--- config.mk ---
export PLATFORM = sky130hd
export DESIGN_NAME = trig_event_monitor
export DESIGN_NICKNAME = d
export VERILOG_FILES = /design/src/rtl/trig_mon_pkg.sv /design/src/rtl/trig_event_monitor_edge.sv /design/src/rtl/trig_event_monitor.sv
export SDC_FILE = /design/constraint.sdc
export NUM_CORES = 1
export LEC_CHECK = 0
export CAP_MARGIN = 20
export CORE_MARGIN = 5
export CORE_UTILIZATION = 37
export DETAILED_ROUTE_END_ITERATION = 7
export GPL_TIMING_DRIVEN = 0
export PLACE_DENSITY = 0.77
export SLEW_MARGIN = 25
export SYNTH_ARGS = -nofsm -noshare
export SYNTH_HDL_FRONTEND = slang
export SYNTH_SLANG_ARGS = --single-unit
--- constraint.sdc ---
create_clock -name clk -period 5.9 [get_ports clk]
set_input_delay 1.77 -clock clk [delete_from_list [all_inputs] [get_ports clk]]
set_output_delay 1.77 -clock clk [all_outputs]
set_load 0.01 [all_outputs]
--- src/rtl/trig_mon_pkg.sv ---
// Shared types and default constants for the trigger event monitor.
package trig_mon_pkg;

  typedef enum logic [1:0] {
    IDLE    = 2'd0,
    ARMED   = 2'd1,
    PENDING = 2'd2,
    HOLD    = 2'd3
  } mon_state_t;

  localparam int DEF_CNT_W   = 16;
  localparam int DEF_TS_W    = 32;
  localparam int DEF_HOLDOFF = 8;

endpackage

--- src/rtl/trig_event_monitor_edge.sv ---
// trig_edge_det: registers the trigger level and flags its rising edge.
module trig_edge_det (
  input  logic clk,
  input  logic rst,
  input  logic d,
  output logic rise
);

  logic q;

  always_ff @(posedge clk or posedge rst) begin
    if (rst) q <= 1'b0;
    else     q <= d;
  end

  // q tracks d in every FSM state, so a level already high on arming never looks like an edge
  assign rise = d & ~q;

endmodule

--- src/rtl/trig_event_monitor.sv ---
// Trigger event monitor: captures AES round state on accepted trigger edges, raises irq,
// enforces a holdoff after ack. Optional timestamping via `TRIG_MON_TIMESTAMP_EN.
module trig_event_monitor
  import trig_mon_pkg::*;
#(
  parameter int CNT_W   = DEF_CNT_W,
  parameter int TS_W    = DEF_TS_W,
  parameter int HOLDOFF = DEF_HOLDOFF
) (
  input  logic               clk,
  input  logic               rst,
  input  logic               en,
  input  logic               tj_trig,
  input  logic [127:0]       state,
  output logic               irq,
  input  logic               irq_ack,
  output logic [CNT_W-1:0]   evt_count,
  output logic [127:0]       cap_state,
  output logic [TS_W-1:0]    cap_ts,
  output logic               overflow
);

  localparam logic [7:0] HOLD_LOAD = 8'(HOLDOFF - 1);

  mon_state_t fsm;
  logic [7:0] hold_cnt;
  logic       trig_rise;
  logic       accept;

  trig_edge_det u_edge (
    .clk  (clk),
    .rst  (rst),
    .d    (tj_trig),
    .rise (trig_rise)
  );

  assign accept = (fsm == ARMED) && en && trig_rise;

`ifdef TRIG_MON_TIMESTAMP_EN
  logic [TS_W-1:0] ts;

  always_ff @(posedge clk or posedge rst) begin
    if (rst) begin
      ts     <= '0;
      cap_ts <= '0;
    end else begin
      ts <= ts + 1'b1;
      if (accept) cap_ts <= ts;
    end
  end
`else
  assign cap_ts = '0;
`endif

  always_ff @(posedge clk or posedge rst) begin
    if (rst) begin
      fsm       <= IDLE;
      irq       <= 1'b0;
      overflow  <= 1'b0;
      evt_count <= '0;
      cap_state <= '0;
      hold_cnt  <= '0;
    end else begin
      case (fsm)
        IDLE: begin
          if (en) fsm <= ARMED;
        end
        ARMED: begin
          if (!en) begin
            fsm <= IDLE;
          end else if (trig_rise) begin
            cap_state <= state;
            if (evt_count != '1) evt_count <= evt_count + 1'b1;
            irq <= 1'b1;
            fsm <= PENDING;
          end
        end
        PENDING: begin
          // an edge coinciding with ack still marks overflow; the ack is honoured too
          if (trig_rise) overflow <= 1'b1;
          if (irq_ack) begin
            irq      <= 1'b0;
            hold_cnt <= HOLD_LOAD;
            fsm      <= HOLD;
          end
        end
        HOLD: begin
          if (hold_cnt == '0) fsm <= en ? ARMED : IDLE;
          else                hold_cnt <= hold_cnt - 1'b1;
        end
        default: fsm <= IDLE;
      endcase
    end
  end

endmodule

=== Word level (Yosys, flattened, before mapping) ===
Cells that the tools add are included.

* Add/subtract/negate cells: 2
* Equal/unequal tests: 11
* Mux-type cells: 14
* Bitwise logic cells: 2
* Reduce and logical (&&, ||, !) cells: 10

{| class="wikitable"
|+ Operator list
! cell !! number
|-
| $add 16x1->16 const B || 1
|-
| $mux 8 || 2
|-
| $ne 16x16->1 const B || 1
|-
| $pmux 8 s2 || 1
|-
| $ne 2x2->1 const B || 6
|-
| $reduce_and 4->1 || 3
|-
| $mux 2 || 5
|-
| $logic_not 8->1 || 1
|-
| $pmux 2 s4 || 1
|-
| $sub 8x1->8 const B || 1
|-
| $reduce_and 3->1 || 2
|-
| $eq 2x2->1 const B || 2
|-
| $mux 1 || 4
|-
| $reduce_bool 2->1 || 2
|-
| $ne 3x3->1 const B || 1
|-
| $eq 2x1->1 const B || 1
|-
| $logic_not 2->1 || 1
|-
| $pmux 1 s2 || 1
|-
| $reduce_and 2->1 || 1
|-
| $and 1x1->1 || 1
|-
| $not 1->1 || 1
|}

* Register bits after elaboration: 157

=== Depth between registers and ports, before layout ===
* Depth after elaboration: 5
* Depth in mapped cells: 7
* Depth with buffers taken out: 6

=== Hierarchy ===
From an unflattened synthesis, not the netlist that was laid out.

* Cell total of the unflattened synthesis: 449
* Area, all modules: 6434.9 um^2

{| class="wikitable"
|+ Modules (own cells, without submodules)
! module !! times used !! cells each !! area each (um^2) !! sequential area each (um^2)
|-
| trig_event_monitor || 1 || 446 || 6392.4 || 3903.7
|-
| trig_edge_det || 1 || 3 || 42.5 || 25.0
|}

=== Least setup slack after synthesis ===
No wires, ideal clock.

* Kind: input port to flip-flop
* From: input port tj_trig
* To: register evt_count[6]
* Arrival: 2.948 ns
* Path slack: 2.873 ns
* Cell stages on the path: 6
* Buffers on the path: 2
* Cells stage by stage: nand3b_1 > or3b_1 > clkbuf_1 > buf_4 > nor4b_2 > xor2_1

* Cells in the longest elaborated chain, start to end: 2

{| class="wikitable"
|+ RTL lines
! what !! RTL line !! source
|-
| start: declaration || trig_event_monitor.sv:13 || <nowiki>input logic tj_trig,</nowiki>
|-
| $and 1x1->1 || trig_event_monitor_edge.sv:17 || <nowiki>assign rise = d & ~q;</nowiki>
|-
| $reduce_and 4->1 (no source line) || n/a ||
|-
| end signal: assignment || trig_event_monitor.sv:73 || <nowiki>if (evt_count != '1) evt_count <= evt_count + 1'b1;</nowiki>
|-
| end: declaration || trig_event_monitor.sv:17 || <nowiki>output logic [CNT_W-1:0] evt_count,</nowiki>
|}

Every way passes these cells.
A chain may end at the register's enable or synchronous reset.

=== Final worst setup path ===
* From: input port tj_trig
* To: register cap_state[22]

* Cells in the longest elaborated chain, start to end: 2

{| class="wikitable"
|+ RTL lines
! what !! RTL line !! source
|-
| $and 1x1->1 || trig_event_monitor_edge.sv:17 ||
|-
| $reduce_and 3->1 (no source line) || n/a ||
|-
| end signal: assignment || trig_event_monitor.sv:72 || <nowiki>cap_state <= state;</nowiki>
|-
| end: declaration || trig_event_monitor.sv:18 || <nowiki>output logic [127:0] cap_state,</nowiki>
|}

Every way passes these cells.

==> metrics.md <==
| Metric | Value |
|---|---|
| Status | complete, no violations |
| Final core utilization | 0.598 |
| Synth area leader | dfrtp_1 |
| Ranking of synthesized cells by area | dfrtp_1, nand2_1, buf_4 |
| DRC Markers | 0 |
| Syn avg cell area | 9.08 um^2 |
| Post_cts resized | 0 |
| Sum Neg Setup Slack | 0 ns |
| Hold-fix buffers, CTS | 0 |
| Core area | 17200 um^2 |
| Die H | 142 um |
| Ratio of cells with drive above 1 in the final layout | 0.0746 |
| Vias/cell | 4.43 |
| Die Span X | 142 um |
| CP Data Arrival Time | 4.13 ns |
| Row count | 48 |
| Routed len/inst | 15.1 um |
| ANT cells | 0 |
| Worst skew pair latency | 0.42 ns |
| First-pass GRT wire length | 30600 um |
| Initial antenna violation count | 0 |
| Ys async rst share | 1.00 |
| Xor-xnor portion of the synthesized cell area | 0.0257 |
| Initial DRC count | 278 |
| Vias | 5685 |
| Gr usage total | 0.192 |
| RSZ-0062 raised after global routing | no |
| Mapped Cells | 714 |
| Synth top area share | 0.606 |
| Worst Setup SP | tj_trig |
| Final setup fails | 0 |
| Total Die Area | 20300 um^2 |
| Cells along the critical path | clkdlybuf4s50_1, nand3b_1, nor3b_1, clkbuf_1, buf_2, buf_1, nand2_1, nand2_1 |
| Pwr/cell area | 440 nW/um^2 |
| HP Class | reg -> reg |
| Port Buffers | 278 |
| Yosys cell types | 37 |
| Mux contribution to synthesized area | 0.00483 |
| Max-Cap Viols | 0 |
| Initial core utilization | 0.376 |
| Layout overhead on the synthesized area | 59.0% |
| H-tree depth | 4 |
| Total setup buffers inserted after CTS | 0 |
| Max-slew violations | 0 |
| WHS Endpoint | cap_state[26] |
| Total gr overflow | 0 |
| Routed Antenna Nets | 0 |
| IO Count | 311 |
| Total wire length | 19400 um |
| Critical path's slowest cell | clkdlybuf4s50_1 |
| WHS Path Cells | 2 |
| Post-synth EDFFs | 0 |
| Seq/Total Area, Yosys | 0.606 |
| Cts bufs inserted | 17 |
| Crit share post-route | 0.640 |
| CTS tree | built |
| R2r endpoint | cap_state[18] |
| # nets final | 1183 |
| Actual transition at the worst max-transition pin | 0.837 ns |
| Min-delay src | cap_state[26] |
| Largest family of logic cells by synthesized area | simple AND/OR/NAND/NOR gates |
| Relative slew slack | 0.442 |
| Pin count of the biggest net entering global routing | 32 |
| Pleak | 5.06 nW |
| Peak VDD IR | 0.217 mV |
| Drt pass-1 iters | 4 |
| Gpl congestion | 0.787 |
| Setup Skew | 0.00814 ns |
| Adder-cell share of the synthesized area | 0.00579 |
| Critical Path RT | 6.25 ns |
| CP Capture Type | register |
| Simple-gate share of the synthesized area | 0.284 |
| Yosys Warn Count | 0 |
| Synthesized area | 6480 um^2 |
| Final Hold Fails | 0 |
| Largest stage delay, worst path | 0.51 ns |
| Primary FF master, synth | dfrtp_1 |
| # fillers | 1516 |
| Crit-path most repeated cell | nand2_1 |
| Vias in the first global route | 5785 |
| CTS root buffer | clkbuf_16 |
| FMAX | 0.265 GHz |
| Clk sink count | 157 |
| Post-synthesis compound-gate area fraction | 0.0106 |
| Clk pin slew, worst setup/hold paths | 0.06 ns |
| Reg2Reg Setup Slack | 3.46 ns |
| Critical path class | in -> reg |
| Critical Path Start Type | input pin |
| Reg2Reg Depth | 7 |
| Longest Clk Path Bufs | 2 |
| Min cycle time layout | 3.78 ns |
| Yosys reg bits | 157 |
| Dpl hpwl | 14800 um |
| Critical Path Fanout Max | 10 |
## area by class of cell
type                            count  area [um^2]  share of cell area
Tap cell                          225          282              0.0273
Inverter                            7         30.0             0.00292
Timing Repair Buffer              283         2890               0.281
Clock inverter                     10         68.8             0.00668
Sequential cell                   157         3930               0.381
Multi-Input combinational cell    515         2270               0.220
Clock buffer                       21          460              0.0447
Buffer                             66          374              0.0363
## worst max-delay path: cells and delay by family
family	cells	cell delay [ns]
buffers and inverters	4	1.78
AND/OR/NAND/NOR	4	0.57
## worst max path at each step
stage / to / slack, ns / cells past startpoint
3_5_place_dp: cap_state[22] / 1.56 / 8
5_1_grt: cap_state[22] / 1.92 / 8
3_3_place_gp: cap_state[68] / 0.75 / 2
6_report: cap_state[22] / 2.12 / 8
2_1_floorplan: asynchronous set/reset pin / 2.14 / 1
4_1_cts: cap_state[22] / 2.00 / 8
## per-layer routing
layer | part of all wire | up-vias | global-route usage
li1 | - | 2813 | -
met1 | 0.40 | 2620 | 0.229
met2 | 0.49 | 210 | 0.323
met3 | 0.079 | 42 | 0.0591
met4 | 0.029 | 0 | 0.0815
met5 | 0 | - | 0
## where the power goes
| part | internal (mW) | leakage [nW] | switching [mW] |
|---|---|---|---|
| Sequential | 1.52 | 2.04 | 0.252 |
| Combinational | 0.998 | 2.78 | 0.783 |
| Clock | 0.555 | 0.243 | 0.431 |
## Yosys cell counts, drive strengths merged (3+ instances only)
| library cell | number |
|---|---|
| a21oi | 3 |
| buf | 41 |
| clkbuf | 25 |
| dfrtp | 157 |
| ha | 3 |
| inv | 7 |
| nand2 | 392 |
| nand3 | 5 |
| nand4 | 7 |
| nor2 | 12 |
| nor3 | 4 |
| nor3b | 3 |
| nor4 | 4 |
| nor4b | 5 |
| or2 | 3 |
| xnor2 | 8 |
| xor2 | 11 |
## layout by cell type (no fill, tap or decap), drive strengths merged, types with 3 or more instances in the layout
master	count
nor3b	3
nand4	7
clkbuf	46
clkdlybuf4s50	278
nand2	392
nand3	5
or2	3
clkinvlp	7
conb	32
xor2	11
buf	46
nor3	4
ha	3
inv	6
nor4b	5
a21oi	3
nor2	12
xnor2	8
dfrtp	157
nor4	4
clkinv	4
## sequential cells by signal, summed over array words and instances, names as in the netlist, named ones only
| signal | count |
|---|---|
| cap_state | 128 |
| evt_count | 16 |
| fsm | 1 |
| hold_cnt | 8 |
| irq | 1 |
| overflow | 1 |
| u_edge.q | 1 |
## through the flow
| stage | setup slack, ns | hold WS, ns | power [mW] | area (um^2) | instances |
|---|---|---|---|---|---|
| 6_report | 2.12 | 0.470 | 4.54 | 10300 | 1284 |
| 5_1_grt | 1.92 | 0.490 | 4.84 | 10300 | 1284 |
| 4_1_cts | 2.00 | 0.477 | 4.60 | 10300 | 1284 |
| 3_5_place_dp | 1.56 | 0.461 | 3.59 | 9770 | 1253 |
| 3_3_place_gp | 0.751 | 0.451 | 3.53 | 9660 | 1248 |
| 2_1_floorplan | 2.14 | 0.460 | 2.47 | 6600 | 745 |
## cells by family (layout without fill, tap and decap cells)
| kind of cell | Yosys count | after routing |
|---|---|---|
| buf+inv | 73 | 387 |
| mux | 3 | 3 |
| flops | 157 | 157 |
| fa+ha+maj | 3 | 3 |
| other cells | 1 | 32 |
| simple gates | 448 | 448 |
| xor+xnor | 19 | 19 |
| compound gates | 10 | 10 |
Power figures use the tool's default switching activity.
